<file path="config.mk">
export PLATFORM = sky130hd
export DESIGN_NAME = serial_nibble_adder
export DESIGN_NICKNAME = d
export VERILOG_FILES = /design/src/rtl/serial_nibble_adder_pkg.sv /design/src/rtl/serial_nibble_adder_rca4.sv /design/src/rtl/serial_nibble_adder.sv
export SDC_FILE = /design/constraint.sdc
export NUM_CORES = 1
export LEC_CHECK = 0
export ABC_AREA = 1
export BUFFER_PORTS_ARGS = -buffer_cell sky130_fd_sc_hd__buf_2
export CAP_MARGIN = 20
export CORE_MARGIN = 3
export CORE_UTILIZATION = 49
export CTS_CLUSTER_DIAMETER = 40
export DETAILED_ROUTE_END_ITERATION = 7
export PLACE_DENSITY_LB_ADDON = 0.15
export SYNTH_ARGS = -nofsm -noshare
export SYNTH_HDL_FRONTEND = slang
export SYNTH_SLANG_ARGS = --single-unit
</file>
<file path="constraint.sdc">
create_clock -name clk -period 2.19 [get_ports clk]
set_input_delay 0.219 -clock clk [delete_from_list [all_inputs] [get_ports clk]]
set_output_delay 0.219 -clock clk [all_outputs]
set_load 0.01 [all_outputs]
</file>
<file path="src/rtl/serial_nibble_adder_pkg.sv">
// Shared definitions for the serial nibble adder: state encoding,
// nibble width and the nibble-counter width helper.
package serial_nibble_adder_pkg;

    localparam int NIBBLE_W = 4;

    typedef enum logic [1:0] {
        ST_IDLE = 2'b00,
        ST_BUSY = 2'b01,
        ST_DONE = 2'b10
    } state_t;

    // Width of the nibble counter: clog2(n_nibbles), never below one bit.
    function automatic int cnt_width(input int n_nibbles);
        return (n_nibbles <= 2) ? 1 : $clog2(n_nibbles);
    endfunction

endpackage

</file>
<file path="src/rtl/serial_nibble_adder_rca4.sv">
// Existing 4-bit ripple-carry adder, purely combinational.
module rca4 (
    input  logic [3:0] a,
    input  logic [3:0] b,
    input  logic       cin,
    output logic [3:0] sum,
    output logic       cout
);

    logic [4:0] c;

    // Ripple the carry through four full-adder stages.
    always_comb begin
        c    = '0;
        sum  = '0;
        c[0] = cin;
        for (int i = 0; i < 4; i++) begin
            sum[i]   = a[i] ^ b[i] ^ c[i];
            c[i + 1] = (a[i] & b[i]) | (a[i] & c[i]) | (b[i] & c[i]);
        end
        cout = c[4];
    end

endmodule

</file>
<file path="src/rtl/serial_nibble_adder.sv">
// Wide adder built from one rca4: operands are latched on start, added one
// nibble per clock LSB first, and the result is flagged by a done pulse.
//
// Handshake: start is a request sampled only while idle (busy=0, done=0);
// the edge that sees it accepts a, b and cin. A request seen while busy or
// done is dropped, not queued. done is a single-cycle qualifier: sum, cout
// and ovf are valid in that cycle and hold until the next accepted start.
module serial_nibble_adder
    import serial_nibble_adder_pkg::*;
#(
    parameter  int N_NIBBLES = 4,
    localparam int W         = NIBBLE_W * N_NIBBLES
) (
    input  logic         clk,
    input  logic         rst,
    input  logic         start,
    input  logic [W-1:0] a,
    input  logic [W-1:0] b,
    input  logic         cin,
    output logic         busy,
    output logic         done,
    output logic [W-1:0] sum,
    output logic         cout,
    output logic         ovf
);

    localparam int CW = cnt_width(N_NIBBLES);
    localparam logic [CW-1:0] LAST_CNT = CW'(N_NIBBLES - 1);

    state_t          state;
    state_t          state_next;
    logic [W-1:0]    a_r;
    logic [W-1:0]    b_r;
    logic            c_r;
    logic [CW-1:0]   cnt;
    logic            a_msb;
    logic            b_msb;
    logic [NIBBLE_W-1:0] nib_sum;
    logic            nib_cout;
    logic            last_nibble;

    rca4 u_rca4 (
        .a    (a_r[NIBBLE_W-1:0]),
        .b    (b_r[NIBBLE_W-1:0]),
        .cin  (c_r),
        .sum  (nib_sum),
        .cout (nib_cout)
    );

    assign last_nibble = (cnt == LAST_CNT);

    // Status flags are straight decodes of the registered state.
    assign busy = (state == ST_BUSY);
    assign done = (state == ST_DONE);

    // State register.
    always_ff @(posedge clk or posedge rst) begin
        if (rst) begin
            state <= ST_IDLE;
        end else begin
            state <= state_next;
        end
    end

    // Next-state logic: accept in IDLE, leave BUSY after the last nibble,
    // DONE lasts exactly one cycle.
    always_comb begin
        state_next = state;
        case (state)
            ST_IDLE: if (start) state_next = ST_BUSY;
            ST_BUSY: if (last_nibble) state_next = ST_DONE;
            ST_DONE: state_next = ST_IDLE;
            default: state_next = ST_IDLE;
        endcase
    end

    // Datapath: operand capture on accept, one nibble per BUSY edge, and
    // final carry/overflow captured on the edge that processes the MSB nibble.
    always_ff @(posedge clk or posedge rst) begin
        if (rst) begin
            a_r   <= '0;
            b_r   <= '0;
            c_r   <= 1'b0;
            cnt   <= '0;
            a_msb <= 1'b0;
            b_msb <= 1'b0;
            sum   <= '0;
            cout  <= 1'b0;
            ovf   <= 1'b0;
        end else begin
            if (state == ST_IDLE && start) begin
                a_r   <= a;
                b_r   <= b;
                c_r   <= cin;
                cnt   <= '0;
                a_msb <= a[W-1];
                b_msb <= b[W-1];
            end else if (state == ST_BUSY) begin
                sum <= (sum >> NIBBLE_W) | (W'(nib_sum) << (W - NIBBLE_W));
                c_r <= nib_cout;
                a_r <= a_r >> NIBBLE_W;
                b_r <= b_r >> NIBBLE_W;
                cnt <= cnt + CW'(1);
                if (last_nibble) begin
                    cout <= nib_cout;
                    // The last nibble's top bit is the final sum MSB.
                    ovf  <= (a_msb == b_msb) && (nib_sum[NIBBLE_W-1] != a_msb);
                end
            end
        end
    end

endmodule

</file>
# ---- After elaboration in Yosys (flattened, before gate mapping)
# Index checks and enable logic that the tools add are counted.
dict set report classes {
  addsub 1
  eq_ne 7
  n_mux 11
  n_bitwise 30
  reduce_logical 7
}
# op n
set op_table {}
lappend op_table {{$mux W16} 4}
lappend op_table {{$or A12 B16 Y16} 1}
lappend op_table {{$and A1 B1 Y1} 12}
lappend op_table {{$mux W2} 4}
lappend op_table {{$or A1 B1 Y1} 8}
lappend op_table {{$xor A1 B1 Y1} 8}
lappend op_table {{$eq A2 B2 Y1 const B} 2}
lappend op_table {{$pmux W2 S2} 1}
lappend op_table {{$reduce_and A2 Y1} 2}
lappend op_table {{$reduce_and A3 Y1} 1}
lappend op_table {{$add A2 B1 Y2 const B} 1}
lappend op_table {{$eq A2 B1 Y1 const B} 1}
lappend op_table {{$logic_and A1 B1 Y1} 2}
lappend op_table {{$logic_not A2 Y1} 1}
lappend op_table {{$mux W1} 2}
lappend op_table {{$ne A2 B1 Y1 const B} 1}
lappend op_table {{$ne A2 B2 Y1 const B} 1}
lappend op_table {{$reduce_bool A2 Y1} 1}
lappend op_table {{$eq A1 B1 Y1} 1}
lappend op_table {{$ne A1 B1 Y1} 1}
lappend op_table {{$not A1 Y1} 1}
dict set report totals {
  regBits 57
  inputBits 36
  out_inout_bits 20
  elab_cells 66
}

# ---- Longest topological paths before layout
dict set report logic_depth {
  word_depth 14
  depth_mapped 12
  mapped_depth_nobuf 12
}

# ---- Modules after synthesis
# Synthesis repeated with hierarchy kept, for this count alone.
dict set report hier_totals {
  cells_unflattened 287
  area_unflattened_um2 2523.7
}
# module instances cells_each area_per_inst_um2 seq_area_each_um2
set by_module_without_submodules {}
lappend by_module_without_submodules {serial_nibble_adder 1 273 2406.1 1426.4}
lappend by_module_without_submodules {rca4 1 14 117.6 0.0}

# ---- Worst setup path after synthesis
# Ideal clock, no wire load.
dict set report synth_path {
  path_kind {register to register}
  startpoint {register a_r[0]}
  endpoint {register ovf}
  setup_time_ps 116
  arrival_time_ps 2089
  t_required_ps 2074
  slack_ps -15
  stages_incl_launch_ff 12
  n_path_buf 0
  synth_period_minus_slack_ps 2205
  path_cell_list {dfrtp_1 > inv_1 > fa_1 > inv_1 > fa_1 > fa_1 > inv_1 > fa_1 > nand3_1 > nand2_1 > nand2_1 > nand2_1}
}
dict set report synth_via {
  elab_chain_cells 12
}
# element line
set synth_rtl {}
lappend synth_rtl {{start, declared} serial_nibble_adder.sv:32} ;# logic [W-1:0] a_r;
lappend synth_rtl {{start signal, assigned} serial_nibble_adder.sv:101} ;# a_r <= a_r >> NIBBLE_W;
lappend synth_rtl {{$and A1 B1 Y1} serial_nibble_adder_rca4.sv:19} ;# c[i + 1] = (a[i] & b[i]) | (a[i] & c[i]) | (b[i] & c[i]);
lappend synth_rtl {{$or A1 B1 Y1 * (2 in series)} serial_nibble_adder_rca4.sv:19}
lappend synth_rtl {{$and A1 B1 Y1} serial_nibble_adder_rca4.sv:19}
lappend synth_rtl {{$or A1 B1 Y1} serial_nibble_adder_rca4.sv:19}
lappend synth_rtl {{$or A1 B1 Y1 *} serial_nibble_adder_rca4.sv:19}
lappend synth_rtl {{$and A1 B1 Y1} serial_nibble_adder_rca4.sv:19}
lappend synth_rtl {{$or A1 B1 Y1} serial_nibble_adder_rca4.sv:19}
lappend synth_rtl {{$or A1 B1 Y1 *} serial_nibble_adder_rca4.sv:19}
lappend synth_rtl {{$xor A1 B1 Y1 *} serial_nibble_adder_rca4.sv:18} ;# sum[i] = a[i] ^ b[i] ^ c[i];
lappend synth_rtl {{$ne A1 B1 Y1 *} serial_nibble_adder.sv:107} ;# ovf <= (a_msb == b_msb) && (nib_sum[NIBBLE_W-1] != a_msb);
lappend synth_rtl {{$logic_and A1 B1 Y1 *} serial_nibble_adder.sv:107}
lappend synth_rtl {{end signal, assigned} serial_nibble_adder.sv:107}
lappend synth_rtl {{end, declared} serial_nibble_adder.sv:24} ;# output logic ovf
# Mark *: on every way between the ends. The rest lies on a longest branch, timed or not.
# A chain may end at the register's enable or synchronous reset.

# ---- Worst setup path after layout
# Ends and elaborated chain as after synthesis.

==> metrics.txt <==
Congestion Overflow GR=0; mapped cell area=~2600 sq um; total track usage=between 20 and 25%; Core Box Area=4910 sq um; Setup Crit Path Kind=flop to flop; largest family of logic cells by synthesized area=simple AND/OR/NAND/NOR gates; Max VDD drop=around 780 uV; first-pass GRT wire length=between 10000 and 15000 um; f_max=around 450 MHz; CP max FO=3; Startpoint Class=flop; largest cells by area after synthesis=dfrtp_1 (55%), nand3_1 (17%), nand2_1 (14%); Worst EP required=between 2000 and 2500 ps; Post-synth EDFFs=0; Max Cap Violations=0; share of cells above drive strength 1=between 20% and 30%; CTS Sinks=57; number of diodes=0; Clk pin slew, worst setup/hold paths=roughly 60 ps; dpl cells=403; initial antenna violation count=0; RR Endpoint=ovf; Slew Limit Fails=0; clock skew=between 6 and 7 ps; Final Util=~63%; # H-tree levels=3; # DRC=0; RSZ-0062 raised after global routing=yes; yosys warns=0; detailed-router iteration count before antenna repair=4; WL/cell=13.8 um; sequential fraction of the synthesis area=between 50% and 60%; # port buffers=55; Main synth FF type=dfrtp_1; final cell count without fillers=420; Tmin final=around 2200 ps; Syn-to-layout area delta=18.7%; Yosys top cell by area=dfrtp_1; Hold WS=around 72 ps; P_leak=about 1.7 nW; HP Class=primary input to async pin; Synth Area in Simple Gates=about a third; Final Hold Viols=0; worst-case clock buffer depth=2; PD cells=between 1000 and 1500 nW/um^2; setup ws final=-26.2 ps; Worst Tran Pin Value=between 700 and 800 ps; synth unique cells=17; chip width=between 70 and 80 um; worst reg-to-reg path cell count=12; vias in the first global route=~2100; count leader, synth=nand2_1; relative slew slack=roughly 52%; RR Startpoint=a_r[0]; CTS tree=built; crit share post-route=101%; Mean Syn Cell Area=about 9 sq um; HPWL after DPL=3650 um; failing checks=setup timing; top cell type's share of synthesized area=a little over half; via count=~2100; R2R Setup Slk=-30 ps; Die Area=~6200 sq um; post-synthesis sequential element count=57; largest net degree at the start of global routing=58; Final nets=390; RePlAce Congestion=around 0.76; DRT antenna net count=0; Die Y=approximately 80 um; mux contribution to synthesized area=0%; Place WS=-68.0 ps; post-synthesis async set-or-reset flop share=between 90% and 100%; number of vias per cell=just over 5; Rows=25; Data arrival, critical path=between 2000 and 2500 ps; outcome=finished with violations; Setup TNS=-26.2 ps; Compound-Gate Fraction of Synth Area=roughly 1.3%; Num CTS Buffers=9; I/O Pins=56; adder-cell share of the synthesized area=between 3 and 4%; initial DRC count=about 230; Filler cells=about 450; Commonest cells post-synth=nand2_1 (100), nand3_1 (86), dfrtp_1 (57); endpoints failing setup=1; Routed WL=5800 um; starting density of the core=a little over half; Worst Setup End Kind=flop; xor-xnor portion of the synthesized cell area=0%; Clock Latency Late Sink=320 ps; clock root buffer=clkbuf_8; Post-Syn Instances=slightly below 300; syn_nets=roughly 330
[layout by cell type, fill, tap and decap left out]
cell        instances
inv_1               7
clkinvlp_4          1
nand3_1            86
nand2_4             1
fa_1                2
buf_2              55
nor2_4              2
nor2_1              2
dfrtp_1            57
nand2_2             2
fa_2                2
nand2_1           100
buf_4              10
inv_2               7
ha_1                1
o21ai_2             4
clkbuf_8           12
clkinv_2            1
clkbuf_1            1
[critical path: stages, from the launching register on]
cell	delay, ps
dfrtp_1	390
inv_2	60
fa_1	160
inv_1	50
fa_2	340
fa_2	350
inv_2	60
fa_1	440
nor2_1	110
nand2_1	50
nand2_1	50
nand2_1	40
nand2_1	60
[what timing repair did]
action | 4_1_cts | 5_1_grt
pin swaps | 2 | 0
gates resized for setup | 4 | 0
endpoints found under the setup margin | 2 | 2
hold buffers | 0 | 0
setup buffers | 0 | 2
cloned | 0 | 0
[kinds of logic after synthesis]
group	after synthesis
flops	57
simple gates	193
compound gates	4
buf+inv	32
fa+ha+maj	5
[state kept, by name (all words and copies together) (netlist names), 2 cells and up]
signal	flops
sum	16
b_r	16
cnt	2
a_r	16
state	2
[stage by stage]
| stage | power [mW] | cell area [sq um] |
|---|---|---|
| 2_1_floorplan | 3.14 | 2600 |
| 6_report | 4.47 | 3090 |
| 4_1_cts | 4.49 | 3070 |
| 3_3_place_gp | 3.52 | 2890 |
| 5_1_grt | 4.87 | 3090 |
| 3_5_place_dp | 3.58 | 2890 |
[cell type report]
type / instances / area, sq um / share of cell area [%]
sequential: 57 / 1430 / 46.2
inverter: 14 / 52.6 / 1.70
tap: 67 / 83.8 / 2.72
clock inverter: 2 / 12.5 / 0.405
multi-input combinational: 202 / 992 / 32.1
timing repair buffer: 65 / 350 / 11.3
clock buffer: 13 / 169 / 5.47
[worst max path at each step]
| stage | startpoint | to | slack (ps) | cells after the start |
|---|---|---|---|---|
| final | a_r[0] | ovf | -30 | 12 |
| after detailed placement | a_r[0] | ovf | -70 | 12 |
| after floorplan | a_r[0] | ovf | 1 | 12 |
| after global placement | a_r[0] | ovf | -50 | 12 |
| after global routing | c_r | ovf | -180 | 12 |
| after CTS | a_r[0] | ovf | -10 | 12 |
[power by group]
part | switching, mW | internal [mW] | total [mW]
Sequential | 0.301 | 1.50 | 1.80
Combinational | 1.12 | 0.675 | 1.79
Clock | 0.385 | 0.495 | 0.880
Total | 1.80 | 2.67 | 4.47
[layer usage]
layer  global-route usage (%)  part of all wire, %  wire (um)
met5                        0                    0          0
met4                     10.3                  1.9        109
met3                     3.85                  5.6        325
met2                     30.4                   47       2750
met1                     29.5                   45       2610
Note: power is estimated with default switching activity, not from simulation.
